File: src/rtl/dot_add_share_arb.sv
// ============================================================================
// Module   : dot_add_share_arb
// Function : Round-robin arbiter sharing one signed a+b+CONST adder among
//            NREQ requesters through a 2-stage stallable pipeline.
// Revision : 1.0
// ============================================================================
`default_nettype none

module dot_add_share_arb #(
    parameter int SIZE  = 12,
    parameter int NREQ  = 4,
    parameter int CONST = 1
) (
    input  logic                   clk,
    input  logic                   rst_n,
    input  logic                   en,
    input  logic [NREQ-1:0]        req_valid,
    output logic [NREQ-1:0]        req_ready,
    input  logic [NREQ*SIZE-1:0]   req_a,
    input  logic [NREQ*SIZE-1:0]   req_b,
    output logic [NREQ-1:0]        rsp_valid,
    input  logic [NREQ-1:0]        rsp_ready,
    output logic [SIZE+1:0]        rsp_data,
    output logic                   busy
);

    localparam int IDW = (NREQ > 1) ? $clog2(NREQ) : 1;
    localparam int SW  = SIZE + 2;
    localparam logic [NREQ-1:0] c_ONE_HOT = NREQ'(1);
    localparam logic [SW-1:0]   c_CONST   = SW'(CONST);

    // Modulo-NREQ increment of a requester index
    function automatic logic [IDW-1:0] wrap_add(input logic [IDW-1:0] base, input int off);
        int s;
        s = int'(base) + off;
        if (s >= NREQ) begin
            s = s - NREQ;
        end
        return IDW'(s);
    endfunction

    // ---------------------------------------------------------------- state
    logic            s1_v_q,   s1_v_d;
    logic [SIZE-1:0] s1_a_q,   s1_a_d;
    logic [SIZE-1:0] s1_b_q,   s1_b_d;
    logic [IDW-1:0]  s1_id_q,  s1_id_d;
    logic            s2_v_q,   s2_v_d;
    logic [SW-1:0]   s2_sum_q, s2_sum_d;
    logic [IDW-1:0]  s2_id_q,  s2_id_d;
    logic [IDW-1:0]  rr_ptr_q, rr_ptr_d;

    // ---------------------------------------------------------------- wires
    logic            w_s2_adv;
    logic            w_s1_adv;
    logic [NREQ-1:0] w_cand;
    logic            w_gnt_found;
    logic [IDW-1:0]  w_gnt_id;
    logic [SIZE-1:0] w_sel_a;
    logic [SIZE-1:0] w_sel_b;
    logic [SW-1:0]   w_sum;

    assign w_s2_adv = !s2_v_q || rsp_ready[s2_id_q];
    assign w_s1_adv = !s1_v_q || w_s2_adv;

    // rst_n gates candidates so req_ready is low while reset is asserted
    assign w_cand = (rst_n && en && w_s1_adv) ? req_valid : '0;

    // Scan from the farthest offset down so the nearest one at/after rr_ptr wins
    always_comb begin
        w_gnt_found = 1'b0;
        w_gnt_id    = '0;
        for (int k = NREQ - 1; k >= 0; k--) begin
            if (w_cand[wrap_add(rr_ptr_q, k)]) begin
                w_gnt_found = 1'b1;
                w_gnt_id    = wrap_add(rr_ptr_q, k);
            end
        end
    end

    assign req_ready = w_gnt_found ? (c_ONE_HOT << w_gnt_id) : '0;
    assign w_sel_a   = req_a[int'(w_gnt_id)*SIZE +: SIZE];
    assign w_sel_b   = req_b[int'(w_gnt_id)*SIZE +: SIZE];

    assign w_sum = {{2{s1_a_q[SIZE-1]}}, s1_a_q}
                 + {{2{s1_b_q[SIZE-1]}}, s1_b_q}
                 + c_CONST;

    always_comb begin
        rr_ptr_d = w_gnt_found ? wrap_add(w_gnt_id, 1) : rr_ptr_q;

        s1_v_d  = s1_v_q;
        s1_a_d  = s1_a_q;
        s1_b_d  = s1_b_q;
        s1_id_d = s1_id_q;
        if (w_s1_adv) begin
            s1_v_d = w_gnt_found;
            if (w_gnt_found) begin
                s1_a_d  = w_sel_a;
                s1_b_d  = w_sel_b;
                s1_id_d = w_gnt_id;
            end
        end

        // Data only loads with a valid op so rsp_data stays quiet on bubbles
        s2_v_d   = s2_v_q;
        s2_sum_d = s2_sum_q;
        s2_id_d  = s2_id_q;
        if (w_s2_adv) begin
            s2_v_d = s1_v_q;
            if (s1_v_q) begin
                s2_sum_d = w_sum;
                s2_id_d  = s1_id_q;
            end
        end
    end

    always_ff @(posedge clk or negedge rst_n) begin
        if (!rst_n) begin
            s1_v_q   <= 1'b0;
            s1_a_q   <= '0;
            s1_b_q   <= '0;
            s1_id_q  <= '0;
            s2_v_q   <= 1'b0;
            s2_sum_q <= '0;
            s2_id_q  <= '0;
            rr_ptr_q <= '0;
        end else begin
            s1_v_q   <= s1_v_d;
            s1_a_q   <= s1_a_d;
            s1_b_q   <= s1_b_d;
            s1_id_q  <= s1_id_d;
            s2_v_q   <= s2_v_d;
            s2_sum_q <= s2_sum_d;
            s2_id_q  <= s2_id_d;
            rr_ptr_q <= rr_ptr_d;
        end
    end

    assign rsp_valid = s2_v_q ? (c_ONE_HOT << s2_id_q) : '0;
    assign rsp_data  = s2_sum_q;
    assign busy      = s1_v_q || s2_v_q;

endmodule

`default_nettype wire

File: config.mk
export PLATFORM = sky130hd
export DESIGN_NAME = dot_add_share_arb
export DESIGN_NICKNAME = d
export VERILOG_FILES = /design/src/rtl/dot_add_share_arb.sv
export SDC_FILE = /design/constraint.sdc
export NUM_CORES = 1
export LEC_CHECK = 0
export CORE_MARGIN = 10
export CORE_UTILIZATION = 47
export DETAILED_ROUTE_END_ITERATION = 8
export PLACE_DENSITY = 0.84
export SLEW_MARGIN = 0
export SYNTH_ARGS = -nofsm -noshare
export SYNTH_HDL_FRONTEND = slang
export SYNTH_SLANG_ARGS = --single-unit
File: constraint.sdc
create_clock -name clk -period 4.2 [get_ports clk]
set_input_delay 0.84 -clock clk [delete_from_list [all_inputs] [get_ports clk]]
set_output_delay 0.84 -clock clk [all_outputs]
set_load 0.02 [all_outputs]
# Word-level counts from Yosys, hierarchy flattened
# Index checks and enable logic that the tools add are counted.
# totals
register_bits,46
inputBits,107
wordCells,69
# classes
add_sub_neg,11
n_mul,1
n_lt_le_gt_ge,10
shift,4
mux,26
reduce_logical,9
# op_table
operator,count
indexed part select 48 x 32 -> 12 bit,1
indexed part select 48 x 7 -> 12 bit,1
2-to-1 mux 2 bit,9
< comparator 2 x 3 -> 1 bit (second input constant),5
adder 13 x 2 -> 14 bit (second input constant),1
adder 12 x 12 -> 13 bit,1
>= comparator 3 bit (second input constant),4
2-to-1 mux 4 bit,3
binary-select mux 1 bit (select 2 bit),5
subtractor 2 x 1 -> 2 bit (second input constant),5
2-to-1 mux 1 bit,9
<< shifter 1 x 2 -> 4 bit (first input constant),2
adder 2 x 1 -> 3 bit (second input constant),2
adder 2 x 2 -> 3 bit (second input constant),2
multiplier 2 x 2 -> 4 bit (second input constant),1
AND reduction 2 bit,2
>= comparator 2 x 3 -> 1 bit (second input constant),1
logical OR 1 bit,3
logical AND 1 bit,2
zero test 1 bit,2

# Longest topological paths before layout
# Gate-level depths: netlist of run 1.
# depth
word_depth,15
mapped_depth,10

# Worst setup path before layout of run 1
# No wires, ideal clock.
# synth_path
path_type,input -> output
startpoint,input port rsp_ready[2]
endpoint,output port req_ready[0]
t_arrival_ns,2.032
path_slack_ns,1.328
path_stages,6
cell_sequence,mux2_2 -> o22ai_4 -> a311o_1 -> nand2b_1 -> buf_2 -> nor2_1
# synth_between
elab_chain_len,14
elab_cells_between_ends,24
cone_classes,shift (1); mux (20); reduce/logical (3)
# synth_rtl
element,line,source
start: declaration,22,"input logic [NREQ-1:0] rsp_ready,"
binary-select mux 1 bit (select 2 bit) (*),62,assign w_s2_adv = !s2_v_q || rsp_ready[s2_id_q];
2-to-1 mux 1 bit (implied by the code) (*),62,
logical OR 1 bit (*),62,
logical OR 1 bit (*),63,assign w_s1_adv = !s1_v_q || w_s2_adv;
logical AND 1 bit (*),66,assign w_cand = (rst_n && en && w_s1_adv) ? req_valid : '0;
2-to-1 mux 4 bit (*),66,
binary-select mux 1 bit (select 2 bit),73,"if (w_cand[wrap_add(rr_ptr_q, k)]) begin"
2-to-1 mux 1 bit (implied by the code),73,
2-to-1 mux 2 bit (4 in a row),73,
<< shifter 1 x 2 -> 4 bit,80,assign req_ready = w_gnt_found ? (c_ONE_HOT << w_gnt_id) : '0;
2-to-1 mux 4 bit (*),80,
end: declaration,18,"output logic [NREQ-1:0] req_ready,"
# Mark *: on every way between the ends. The rest lies on a longest branch, timed or not. The select of a mux whose other input is x is not followed.

# Worst setup path after layout of run 1
# layout_path
startpoint,input port rsp_ready[3]
endpoint,output port req_ready[2]
# Same word-level chain as after synthesis.

==> out/qor.yml, run 1 <==
status:
  status: "complete, no violations"
synthesis:
  yosys.area.top_type_share_pct: 37.1
  synth_simple_gate_area_share_pct: 16.5
  post_synth.cell_area_avg_um2: 9.44
  synthXorXnorAreaFrac_pct: 1.98
  seq_area_frac_synth_pct: 37.1
  synth-edff-count: 0
  synth_top_area_cell: "dfrtp_1"
  synth_top_family_by_area: "compound AO/OA/AOI/OAI gates"
  synth_fa_ha_area_share_pct: 5.48
  synthCells: 329
  ys_types: 46
  synthArstFlopShare_pct: 100
  netlist_area_um2: 3100
  ys_seq_elements: 46
  synth.area.top_cells: "dfrtp_1, a221o_1, mux2_1"
  synth_compound_area_share_pct: 23.6
  ys.flop_type: "dfrtp_1"
  synth-warning-count: 0
  syn_nets: 449
  synthMuxAreaShare_pct: 11.2
grt:
  grt_max_degree: 47
  overflow: 0
  grt_pass1_vias: 3180
  grt_use_total_pct: 18.6
  antenna_found_initial: 0
  grt_pass1_wl_um: 15700
clocking:
  cts-hold-fix-buffers: 0
  post-cts-setup-buffer-count: 0
  clkLatencyLatePin_ns: 0.30
  clkSinkCount: 46
  root_buffer: "clkbuf_8"
  cts_resized: 0
  numCtsBuffers: 5
  cts.reportedPaths.clkPinSlew_ns: 0.08
  ctsHtreeMaxLevel: 2
  cts_tree: "done"
  clk_path_buf_depth: 2
detailed_routing:
  drc: 0
  wl_per_cell_um: 18.3
  drt_first_pass_iters: 4
  top_layer: "met4"
  vias: 3011
  met1_length_um: 4060
  drtAntennaViolNets: 0
  routed-wl-met2_um: 4670
  vias_per_cell: 5.67
  drt_iter0_drc: 170
  wirelength_um: 9730
  dr_wl_met3_um: 856
floorplan:
  start_util_pct: 48.6
  coreArea_um2: 6390
  rows: 29
  die_y_um: 101
  dieArea_um2: 10300
  die_x_um: 101
  io_pins: 130
critical_path:
  critPathSlowestCell: "clkdlybuf4s50_1"
  slowest_delay_ns: 0.65
  cp-start-kind: "input port"
  worstSetupPathType: "in2out"
  cpMostUsedCell: "clkdlybuf4s50_1"
  worst_setup_path_end_kind: "output port"
  worstPathRequired_ns: 3.36
  worst-path-max-fanout: 26
  path_cells: "clkdlybuf4s50_1 > mux2_2 > o22ai_4 > nor2_8 > nand2b_1 > nor2_1 > clkdlybuf4s50_1"
  arrival_ns: 3.15
placed_design:
  dp_hpwl_um: 7900
  place_congestion: 0.970
  dpl-instance-area_um2: 4450
  portBuffers: 129
layout:
  nFillCells: 474
  nNetsFinal: 573
  final_util_pct: 71.3
  synthToLayoutAreaGrowth_pct: 46.8
  layout_common_cells: "clkdlybuf4s50_1, dfrtp_1, nand2_1"
  drive_gt1_share_pct: 7.49
  n_antenna_cell: 0
  design_area_um2: 4560
  layout_commonest_cell: "clkdlybuf4s50_1"
hold_path:
  hold_class: "reg2reg"
sta:
  clock_skew_ns: 0.00796
  period_minus_slack_ns: 3.99
  rsz0062_at_grt: "false"
  fmax_ghz: 0.251
  finalCritPeriodShare_pct: 95.0
  drv_slew: 0
  relSlewSlack_pct: 41.9
  finalHoldViolations: 0
  whs_ns: 0.481
  fin_setup_tns_ns: 0
  worst_pin_slew_ns: 0.869
  finalSetupViolCount: 0
job:
  max-cap-violations: 0
power:
  p_per_area_nw_per_um2: 565
  p_total_uw: 2570
  leakage_uw: 0.00193
  max-vdd-ir-drop_mv: 0.388
metal layers:
layer	global-route usage [%]	vias to the layer above
met5	0	-
met4	4.07	0
met3	6.26	12
met2	32.0	115
met1	21.8	1416
li1	-	1468
worst paths after layout:
| kind | from | to | slack, ns | depth (start not counted) |
|---|---|---|---|---|
| worst max-delay path | rsp_ready[3] | req_ready[2] | 0.21 | 7 |
| worst min-delay path | rsp_data[9]$_DFFE_PN0P_ | rsp_data[9]$_DFFE_PN0P_ | 0.48 | 2 |
| worst max register to register | s2_id_q[1]$_DFFE_PN0P_ | s1_a_q[1]$_DFFE_PN0P_ | 1.54 | 7 |
| worst min register to register | rsp_data[9]$_DFFE_PN0P_ | rsp_data[9]$_DFFE_PN0P_ | 0.48 | 2 |
| max in group asynchronous | rst_n | rsp_data[10]$_DFFE_PN0P_ | 3.15 | 2 |
| min in group asynchronous | rst_n | s1_a_q[10]$_DFFE_PN0P_ | 0.65 | 2 |
kinds of logic after synthesis:
group,Yosys count
DFF,46
adders and majority gates,13
xor gates and xnor gates,7
and+or+nand+nor,105
AOI/OAI and AO/OA,100
buffers and inverters,27
muxes,31
final cells by class:
type                       count  area (um2)  area share, %
clock buffer                   8         110           2.42
inverter                       8        30.0          0.659
multi-input combinational    256        1830           40.2
sequential                    46        1150           25.3
tap                           77        96.3           2.11
timing repair buffer         136        1340           29.4
where the power goes:
group / switching (uW) / internal, uW
combinational: 747 / 727
sequential: 152 / 637
clock: 143 / 166
total: 1040 / 1530
synth_stat cells, types with 4 or more instances:
cell type and n:
a21o_1 6, a21oi_1 30, a221o_1 25, buf_2 4, clkbuf_1 10, dfrtp_1 46
ha_1 12, inv_1 8, mux2_1 22, mux2_2 8, nand2_1 42, nand2b_1 11
nand3_1 25, nor2_1 13, o21ai_0 15, xor2_1 4
worst max-delay path: cells and delay by family:
family / cells / cell delay (ns)
buffers and inverters: 2 / 1.11
AND/OR/NAND/NOR: 3 / 0.88
AO/OA/AOI/OAI: 1 / 0.12
multiplexers: 1 / 0.19
sequential cells by signal, indices dropped and copies added, names as in the netlist:
register  count
s1_v_q        1
s2_id_q       2
s2_v_q        1
rsp_data     14
s1_id_q       2
s1_b_q       12
rr_ptr_q      2
s1_a_q       12
metrics by stage:
step / worst slack, ns / cells
finish: 0.208 / 531
global route: 0.137 / 531
CTS: 0.214 / 531
detailed placement: 0.221 / 523
global placement: 0.312 / 523
floorplan: 1.33 / 329
Note: power is estimated with default switching activity, not from simulation.
==> run 2, diff against run 1 <==
--- a/config.mk
+++ b/config.mk
@@ -8,7 +8,7 @@
 export CORE_MARGIN = 10
 export CORE_UTILIZATION = 47
 export DETAILED_ROUTE_END_ITERATION = 8
-export PLACE_DENSITY = 0.84
+export PLACE_DENSITY = 0.95
 export SLEW_MARGIN = 0
 export SYNTH_ARGS = -nofsm -noshare
 export SYNTH_HDL_FRONTEND = slang
==> constraint.sdc (replaced) <==
create_clock -name clk -period 4.2 [get_ports clk]
set_input_delay 0.42 -clock clk [delete_from_list [all_inputs] [get_ports clk]]
set_output_delay 0.42 -clock clk [all_outputs]
set_load 0.02 [all_outputs]
==> out/qor.yml, run 2 (same netlist as run 1, synthesis figures left out) <==
critical_path:
  worst-path-max-fanout: 27  # was 26
  worstSetupPathType: "in2out"  # unchanged
  cp-start-kind: "input port"  # unchanged
  arrival_ns: 2.83  # was 3.15 ns
  crit_family: "buffers and inverters"  # unchanged
  worstPathRequired_ns: 3.78  # was 3.36 ns
  path_cells: "clkdlybuf4s50_1 > nand2b_1 > a21oi_1 > a211oi_4 > buf_4 > nand2_4 > nor2_1 > clkdlybuf4s50_1"  # was clkdlybuf4s50_1 > mux2_2 > o22ai_4 > nor2_8 > nand2b_1 > nor2_1 > clkdlybuf4s50_1
  path_buf_inv: 3  # was 2
  slowest_delay_ns: 0.63  # was 0.65 ns
  critPathSlowestCell: "clkdlybuf4s50_1"  # unchanged
  worst_setup_path_end_kind: "output port"  # unchanged
  cpMostUsedCell: "clkdlybuf4s50_1"  # unchanged
clocking:
  cts-hold-fix-buffers: 0  # unchanged
  clkSinkCount: 46  # unchanged
  root_buffer: "clkbuf_8"  # unchanged
  ctsHtreeMaxLevel: 2  # unchanged
  cts_resized: 0  # unchanged
  cts_tree: "done"  # unchanged
  clk_path_buf_depth: 2  # unchanged
  clkLatencyLatePin_ns: 0.30  # about the same
  post-cts-setup-buffer-count: 0  # unchanged
  numCtsBuffers: 5  # unchanged
  cts.reportedPaths.clkPinSlew_ns: 0.08  # about the same
detailed_routing:
  drt_iter0_drc: 135  # was 170
  drtAntennaViolNets: 0  # unchanged
  wl_per_cell_um: 18.7  # was 18.3 um
  vias_per_cell: 5.85  # was 5.67
  vias: 3098  # was 3011
  drt_first_pass_iters: 7  # was 4
  wirelength_um: 9900  # was 9730 um
  drc: 0  # unchanged
layout:
  n_antenna_cell: 0  # unchanged
  layout_commonest_cell: "clkdlybuf4s50_1"  # unchanged
  nNetsFinal: 572  # was 573
  drive_gt1_share_pct: 7.28  # was 7.49%
  largest_register_ffs: 14  # unchanged
  layout_common_cells: "clkdlybuf4s50_1, dfrtp_1, nand2_1"  # unchanged
  nFillCells: 495  # was 474
  synthToLayoutAreaGrowth_pct: 46.6  # was 46.8%
sta:
  clock_skew_ns: 0.00462  # was 0.00796 ns
  finalSetupViolCount: 0  # unchanged
  fmax_ghz: 0.308  # was 0.251 GHz
  relSlewSlack_pct: 40.3  # was 41.9%
  drv_slew: 0  # unchanged
  fin_setup_tns_ns: 0  # unchanged
  rsz0062_at_grt: "false"  # unchanged
  period_minus_slack_ns: 3.25  # was 3.99 ns
  finalHoldViolations: 0  # unchanged
  finalCritPeriodShare_pct: 77.3  # was 95.0%
  worst_pin_slew_ns: 0.894  # was 0.869 ns
placed_design:
  place_congestion: 0.878  # was 0.970
  portBuffers: 129  # unchanged
  dp_hpwl_um: 8250  # was 7900 um
floorplan:
  start_util_pct: 48.6  # unchanged
  coreArea_um2: 6390  # unchanged
  rows: 29  # unchanged
  die_y_um: 101  # unchanged
  die_x_um: 101  # unchanged
  dieArea_um2: 10300  # unchanged
  io_pins: 130  # unchanged
power:
  p_per_area_nw_per_um2: 569  # was 565 nW/um2
  leakage_uw: 0.00193  # about the same
  max-vdd-ir-drop_mv: 0.365  # was 0.388 mV
  p_total_uw: 2590  # was 2570 uW
grt:
  grt_max_degree: 47  # unchanged
  overflow: 0  # unchanged
  antenna_found_initial: 0  # unchanged
  grt_use_total_pct: 19.5  # was 18.6%
  grt_pass1_vias: 3313  # was 3180
  grt_pass1_wl_um: 16300  # was 15700 um
job:
  max-cap-violations: 0  # unchanged
hold_path:
  hold_class: "in2async"  # was reg2reg
status:
  status: "complete, no violations"  # unchanged
-- run 2: cell count changes in the layout (fill, tap and decap cells not counted) --
cell	before	now
buf_4	7	6
clkbuf_8	8	5
bufinv_16	0	1
clkinv_2	0	1
inv_6	0	1
-- run 2: through the flow --
stage | instances | setup slack [ns] | utilization (%) | area, um2 | hold WS, ns
floorplan | 329 | 1.85 | - | 3100 | 0.124
global route | 530 | 0.857 | 71.3 | 4550 | 0.306
CTS | 530 | 0.963 | 71.3 | 4550 | 0.273
detailed placement | 522 | 0.965 | 69.5 | 4440 | 0.475
global placement | 522 | 1.06 | 69.5 | 4440 | 0.458
finish | 530 | 0.954 | 71.3 | 4550 | 0.260
-- run 2: worst reg2reg max path: stages, from the launching register on --
cell       delay (ns)
dfrtp_1          0.46
ha_1             0.33
nor2b_1          0.15
o31a_1           0.28
or4_4            0.45
a221o_1          0.35
a2111oi_2        0.39
a211o_1          0.15
-- run 2: report_power, final --
group          switching (uW)  internal, uW
Combinational             746           727
Clock                     153           178
Sequential                150           637
-- run 2: final timing paths --
| check | from | to | slack (ns) | cells past startpoint |
|---|---|---|---|---|
| setup / recovery | req_valid[1] | req_ready[1] | 0.95 | 8 |
| hold / removal | rst_n | s1_id_q[0]$_DFFE_PN0P_ | 0.26 | 2 |
| setup reg to reg | s1_a_q[1]$_DFFE_PN0P_ | rsp_data[13]$_DFFE_PN0P_ | 1.60 | 7 |
| hold reg to reg | rsp_data[10]$_DFFE_PN0P_ | rsp_data[10]$_DFFE_PN0P_ | 0.49 | 2 |
| max in group asynchronous | rst_n | s1_a_q[11]$_DFFE_PN0P_ | 3.55 | 2 |
| min in group clk | rsp_data[10]$_DFFE_PN0P_ | rsp_data[10]$_DFFE_PN0P_ | 0.49 | 2 |
-- run 2: per-layer routing --
| layer | vias to the layer above | track usage [%] | wire length [um] |
|---|---|---|---|
| li1 | 1460 | - | - |
| met1 | 1466 | 21.3 | 3760 |
| met2 | 150 | 33.7 | 4980 |
| met3 | 22 | 6.06 | 867 |
| met4 | 0 | 9.11 | 289 |
| met5 | - | 0 | 0 |
-- run 2: cell type report --
cell class / instances / area (um2) / area share (%)
clock buffer: 5 / 68.8 / 1.51
sequential: 46 / 1150 / 25.3
inverter: 8 / 30.0 / 0.660
multi-input combinational: 256 / 1830 / 40.2
clock inverter: 3 / 43.8 / 0.962
timing repair buffer: 135 / 1330 / 29.3
tap: 77 / 96.3 / 2.12
